[config.mk]
export PLATFORM = sky130hd
export DESIGN_NAME = sap_controller
export DESIGN_NICKNAME = d
export VERILOG_FILES = /design/src/rtl/sap_pkg.sv /design/src/rtl/sap_ring_counter.sv /design/src/rtl/sap_controller.sv
export SDC_FILE = /design/constraint.sdc
export NUM_CORES = 1
export LEC_CHECK = 0
export CORE_MARGIN = 1.5
export CORE_UTILIZATION = 46
export DETAILED_ROUTE_END_ITERATION = 8
export GPL_ROUTABILITY_DRIVEN = 0
export PLACE_DENSITY = 0.91
export SLEW_MARGIN = 10
export SYNTH_ARGS = -nofsm -noshare
export SYNTH_HDL_FRONTEND = slang
export SYNTH_SLANG_ARGS = --single-unit
[constraint.sdc]
create_clock -name clk -period 4.25 [get_ports clk]
set_clock_uncertainty 0.05 [all_clocks]
set_input_delay 0.6375 -clock clk [delete_from_list [all_inputs] [get_ports clk]]
set_output_delay 0.6375 -clock clk [all_outputs]
set_load 0.05 [all_outputs]
[src/rtl/sap_pkg.sv]
// Shared constants for the SAP controller: opcodes, ALU function codes,
// one-hot T-states and control-word bit positions.
package sap_pkg;

   localparam logic [3:0] OP_LDA = 4'h0;
   localparam logic [3:0] OP_ADD = 4'h1;
   localparam logic [3:0] OP_SUB = 4'h2;
   localparam logic [3:0] OP_AND = 4'h3;
   localparam logic [3:0] OP_OR  = 4'h4;
   localparam logic [3:0] OP_OUT = 4'hE;
   localparam logic [3:0] OP_HLT = 4'hF;

   // ALU function select, also decoded by the ALU stage.
   typedef enum logic [1:0] {
      SU_ADD = 2'b00,
      SU_SUB = 2'b01,
      SU_AND = 2'b10,
      SU_OR  = 2'b11
   } su_t;

   localparam logic [5:0] T1 = 6'b000001;
   localparam logic [5:0] T2 = 6'b000010;
   localparam logic [5:0] T3 = 6'b000100;
   localparam logic [5:0] T4 = 6'b001000;
   localparam logic [5:0] T5 = 6'b010000;
   localparam logic [5:0] T6 = 6'b100000;

   localparam int CW_W  = 12;
   localparam int CW_CP = 0;
   localparam int CW_EP = 1;
   localparam int CW_LM = 2;
   localparam int CW_CE = 3;
   localparam int CW_LI = 4;
   localparam int CW_EI = 5;
   localparam int CW_LA = 6;
   localparam int CW_EA = 7;
   localparam int CW_EU = 8;
   localparam int CW_LB = 9;
   localparam int CW_LO = 10;
   localparam int CW_HL = 11;

   function automatic logic is_alu_op(input logic [3:0] opc);
      return (opc == OP_ADD) || (opc == OP_SUB) || (opc == OP_AND) || (opc == OP_OR);
   endfunction

   function automatic su_t alu_code(input logic [3:0] opc);
      case (opc)
         OP_SUB:  return SU_SUB;
         OP_AND:  return SU_AND;
         OP_OR:   return SU_OR;
         default: return SU_ADD;
      endcase
   endfunction

endpackage

[src/rtl/sap_ring_counter.sv]
// Six-state one-hot ring counter sequencing T1..T6; freezes while hold is high.
module sap_ring_counter
   import sap_pkg::*;
(
   input  logic       clk,
   input  logic       clr,
   input  logic       hold,
   output logic [5:0] ring
);

   always_ff @(posedge clk or posedge clr) begin
      if (clr) begin
         ring <= T1;
      end else if (!hold) begin
         ring <= {ring[4:0], ring[5]};
      end
   end

endmodule

[src/rtl/sap_controller.sv]
// SAP controller-sequencer: ring counter plus opcode/T-state decode into the
// bus control word, with a sticky halt flag cleared only by clr.
module sap_controller
   import sap_pkg::*;
#(
   parameter int OPW = 4
) (
   input  logic           clk,
   input  logic           clr,
   input  logic [OPW-1:0] op,
   output logic           cp,
   output logic           ep,
   output logic           lm,
   output logic           ce,
   output logic           li,
   output logic           ei,
   output logic           la,
   output logic           ea,
   output logic [1:0]     su,
   output logic           eu,
   output logic           lb,
   output logic           lo,
   output logic           hlt,
   output logic [2:0]     tstate
);

   logic [5:0]      ring;
   logic            halted;
   logic            halt_now;
   logic [3:0]      opc;
   logic [CW_W-1:0] cw;
   su_t             su_sel;

   assign opc      = 4'(op);
   assign halt_now = (ring == T4) && (opc == OP_HLT);

   // The ring must not leave T4 on the same edge that sets the halt flag.
   sap_ring_counter u_ring (
      .clk  (clk),
      .clr  (clr),
      .hold (halted | halt_now),
      .ring (ring)
   );

   always_ff @(posedge clk or posedge clr) begin
      if (clr) begin
         halted <= 1'b0;
      end else if (halt_now) begin
         halted <= 1'b1;
      end
   end

   always_comb begin
      cw     = '0;
      su_sel = SU_ADD;
      if (halted) begin
         cw[CW_HL] = 1'b1;
      end else begin
         unique case (ring)
            T1: begin
               cw[CW_EP] = 1'b1;
               cw[CW_LM] = 1'b1;
            end
            T2: cw[CW_CP] = 1'b1;
            T3: begin
               cw[CW_CE] = 1'b1;
               cw[CW_LI] = 1'b1;
            end
            T4: begin
               if (opc == OP_LDA || is_alu_op(opc)) begin
                  cw[CW_EI] = 1'b1;
                  cw[CW_LM] = 1'b1;
               end else if (opc == OP_OUT) begin
                  cw[CW_EA] = 1'b1;
                  cw[CW_LO] = 1'b1;
               end
            end
            T5: begin
               if (opc == OP_LDA) begin
                  cw[CW_CE] = 1'b1;
                  cw[CW_LA] = 1'b1;
               end else if (is_alu_op(opc)) begin
                  cw[CW_CE] = 1'b1;
                  cw[CW_LB] = 1'b1;
               end
            end
            T6: begin
               if (is_alu_op(opc)) begin
                  cw[CW_EU] = 1'b1;
                  cw[CW_LA] = 1'b1;
               end
            end
            default: cw = '0;
         endcase
         // su stays fixed across T4-T6 so the ALU has settled before eu.
         if (is_alu_op(opc) && (ring == T4 || ring == T5 || ring == T6)) begin
            su_sel = alu_code(opc);
         end
      end
   end

   always_comb begin
      tstate = 3'd1;
      unique case (ring)
         T1:      tstate = 3'd1;
         T2:      tstate = 3'd2;
         T3:      tstate = 3'd3;
         T4:      tstate = 3'd4;
         T5:      tstate = 3'd5;
         T6:      tstate = 3'd6;
         default: tstate = 3'd1;
      endcase
   end

   assign cp  = cw[CW_CP];
   assign ep  = cw[CW_EP];
   assign lm  = cw[CW_LM];
   assign ce  = cw[CW_CE];
   assign li  = cw[CW_LI];
   assign ei  = cw[CW_EI];
   assign la  = cw[CW_LA];
   assign ea  = cw[CW_EA];
   assign eu  = cw[CW_EU];
   assign lb  = cw[CW_LB];
   assign lo  = cw[CW_LO];
   assign hlt = cw[CW_HL];
   assign su  = su_sel;

endmodule
==> run_results.csv <==
group,metric,value,unit
status,outcome,"finished clean",
sta,finalCritPeriodShare,0.7825,
clocking,cts-root-buf,"clkbuf_4",
pwr,p_sw,0.4212,mW
grt,grt_pass1_wl,2311,µm
finish,nNetsFinal,95,
critical_path,critPathLaunchType,"primary input",
yosys,netlist.area_leader.share,0.2419,
critical_path,cp_cell_sequence,"clkdlybuf4s50_1, nand3b_1, a2111oi_2, clkdlybuf4s50_1",
pwr,internal-power,0.3311,mW
finish,final_common_cell,"clkdlybuf4s50_1",
sta,fmax,300.7,MHz
finish,drive_gt1_frac,0.1705,
finish,syn2layout_area_growth,35.08,%
clocking,cts_inserted_buffers,3,
floorplan,initial_utilization,0.4830,
sta,slew_viol_final,0,
yosys,synth_edf_count,0,
floorplan,io_pins,23,
sta,relSlewSlack,0.6659,
finish,mostFrequentLayoutCells,"22 x clkdlybuf4s50_1, 7 x nor2_1, 6 x dfrtp_1, 5 x nand2_1, 5 x o21ai_0",
route,vias_per_cell,5.748,
critical_path,critPathArrivalTime,2.64,ns
min_path,hold_class,"in2async",
grt,first_global_vias,555,
clocking,htree_num_levels,1,
sta,setup_viol,0,
critical_path,max_stage_delay,0.86,ns
yosys,yosys_register_bits,7,
pwr,power_leakage,0.3350,nW
clocking,clkSlewWorstSetupHoldPaths,0.05,ns
critical_path,end_kind,"output port",
route,num_vias,592,
yosys,synthFlopType,"dfrtp_1",
yosys,yosysUniqueCellTypes,34,
floorplan,coreArea,1285,µm²
yosys,synth_cells,68,
floorplan,chipWidth,39.73,µm
pwr,power_frac_seq,0.247,
clocking,ctsHoldBuffers,0,
clocking,cts_tree,"yes",
job,drv_cap,0,
place,dp_cells,99,
critical_path,slowest_stage,"clkdlybuf4s50_1",
yosys,synth.largest_area_cell,"dfrtp_1",
critical_path,worst-path-max-fanout,7,
clocking,clock_latency,0.25,ns
place,io_buffers,22,
grt,grt_max_degree,15,
floorplan,die-area,1578,µm²
finish,seq_area,176.4,µm²
pwr,swShare,0.5599,
yosys,avgSynthCellArea,9.126,µm²
clocking,cts_setup_buffers,0,
critical_path,critPathKind,"in2out",
yosys,ys_warn_count,0,
floorplan,core.rowCount,13,
pwr,pwr_density_cell,897.4,nW/µm²
finish,nFillCells,110,
route,drc,0,
yosys,async_flop_share,1.000,
critical_path,cp.required,3.56,ns
grt,antenna_found_initial,0,
sta,rsz0062_at_grt,"false",
finish,diodes,0,
route,drt-total-wl,1402,µm
sta,worst_slew_pin_slew,0.4996,ns
finish,fin_area,838.3,µm²
sta,layout_min_cycle_time,3.326,ns
grt,grtUsageTotal,0.2245,
route,routedWlPerCell,13.61,µm
floorplan,die_h,39.73,µm
clocking,cts_sinks,7,
yosys,ys_seq_area_frac,0.2843,
yosys,syn-cell-area,620.6,µm²
finish,instances_no_fill,103,
sta,setup_tns,0,ns
pwr,pwr-share-comb,0.676,
pwr,clkPwrFrac,0.078,
place,dp_hpwl,1077,µm
critical_path,critical_path.most_common_cell,"clkdlybuf4s50_1",
place,placed_cell_area,812.0,µm²
route,first_iter_violations,5,
yosys,syn_nets,74,
clocking,cts_resized,0,
route,antenna_left,0,
finish,multi_input_area,389.1,µm²
sta,hold_viol,0,
sta,setup_ws,0.9242,ns
yosys,ys_top_cells_by_area,"dfrtp_1 24%, mux2_2 7.3%, dfstp_2 4.2%",
pwr,peakVddDrop,0.7955,mV
grt,grt_overflow,0,
clocking,cts_buffer_depth,2,
sta,hold_slack,0.5665,ns
route,first_pass_iters,3,
place,dp_slack,0.9320,ns
synth_stat cells, types with 2 or more instances:
cell type	instances
nor2_1	7
dfrtp_1	6
nand2_1	5
o21ai_0	5
mux2_2	4
nor3_1	3
and3_1	2
and4b_1	2
buf_2	2
buf_4	2
buf_6	2
inv_1	2
nor2b_1	2
o211ai_1	2
o21bai_1	2
xor2_1	2
worst paths after layout:
check	startpoint	endpoint	slack [ns]	depth (start not counted)
max	op[2]	su[1]	0.92	4
min reg2reg	u_ring.ring[0]$_DFFE_PP1N_	u_ring.ring[0]$_DFFE_PP1N_	0.65	1
max reg2reg	u_ring.ring[5]$_DFFE_PP0N_	u_ring.ring[4]$_DFFE_PP0N_	2.81	3
min	clr	u_ring.ring[3]$_DFFE_PP0N_	0.57	2
min in group clk	u_ring.ring[0]$_DFFE_PP1N_	u_ring.ring[0]$_DFFE_PP1N_	0.65	1
max in group asynchronous	clr	u_ring.ring[0]$_DFFE_PP1N_	3.32	2
state kept, by name (all words and copies together) (netlist names):
signal / flops
u_ring.ring: 6
halted: 1
power by group through the flow:
stage	registers, mW	logic, mW	clock network, mW
after floorplan	0.138	0.431	0
after CTS	0.184	0.512	0.0616
after global placement	0.180	0.500	0
after global routing	0.196	0.539	0.0629
after detailed placement	0.185	0.511	0
final	0.186	0.508	0.0584
layer usage:
metal  wire (µm)  GRT usage  up-vias
met2         764     0.4303       18
li1            -          -      292
met1         578     0.2273      280
met4           7     0.1034        0
met5           0          0        -
met3          51    0.03977        2
worst max-delay path, delay by kind of cell:
kind,cells,cell delay (ns)
buf+inv,2,1.40
compound gates,1,0.37
simple gates,1,0.24
area by class of cell:
type                            instances  share of cell area
Clock buffer                            4             0.03134
Inverter                                2            0.008955
Multi-Input combinational cell         53              0.4642
Sequential cell                         7              0.2104
Tap cell                               15             0.02239
Timing Repair Buffer                   22              0.2627
cell families after synthesis:
family                    after synthesis  share of synthesized area
muxes                                   4                    0.07258
AOI/OAI and AO/OA                      13                     0.1613
buffers and inverters                   8                    0.08871
DFF                                     7                     0.2843
and+or+nand+nor                        33                     0.3508
xor gates and xnor gates                3                    0.04235
per-stage QoR:
stage	power (mW)	utilization
final	0.7523	0.6524
after global routing	0.7973	0.6524
after CTS	0.7577	0.6524
after detailed placement	0.6966	0.6319
after global placement	0.6797	0.6319
after floorplan	0.5685	-
(Power assumes the default switching activity.)
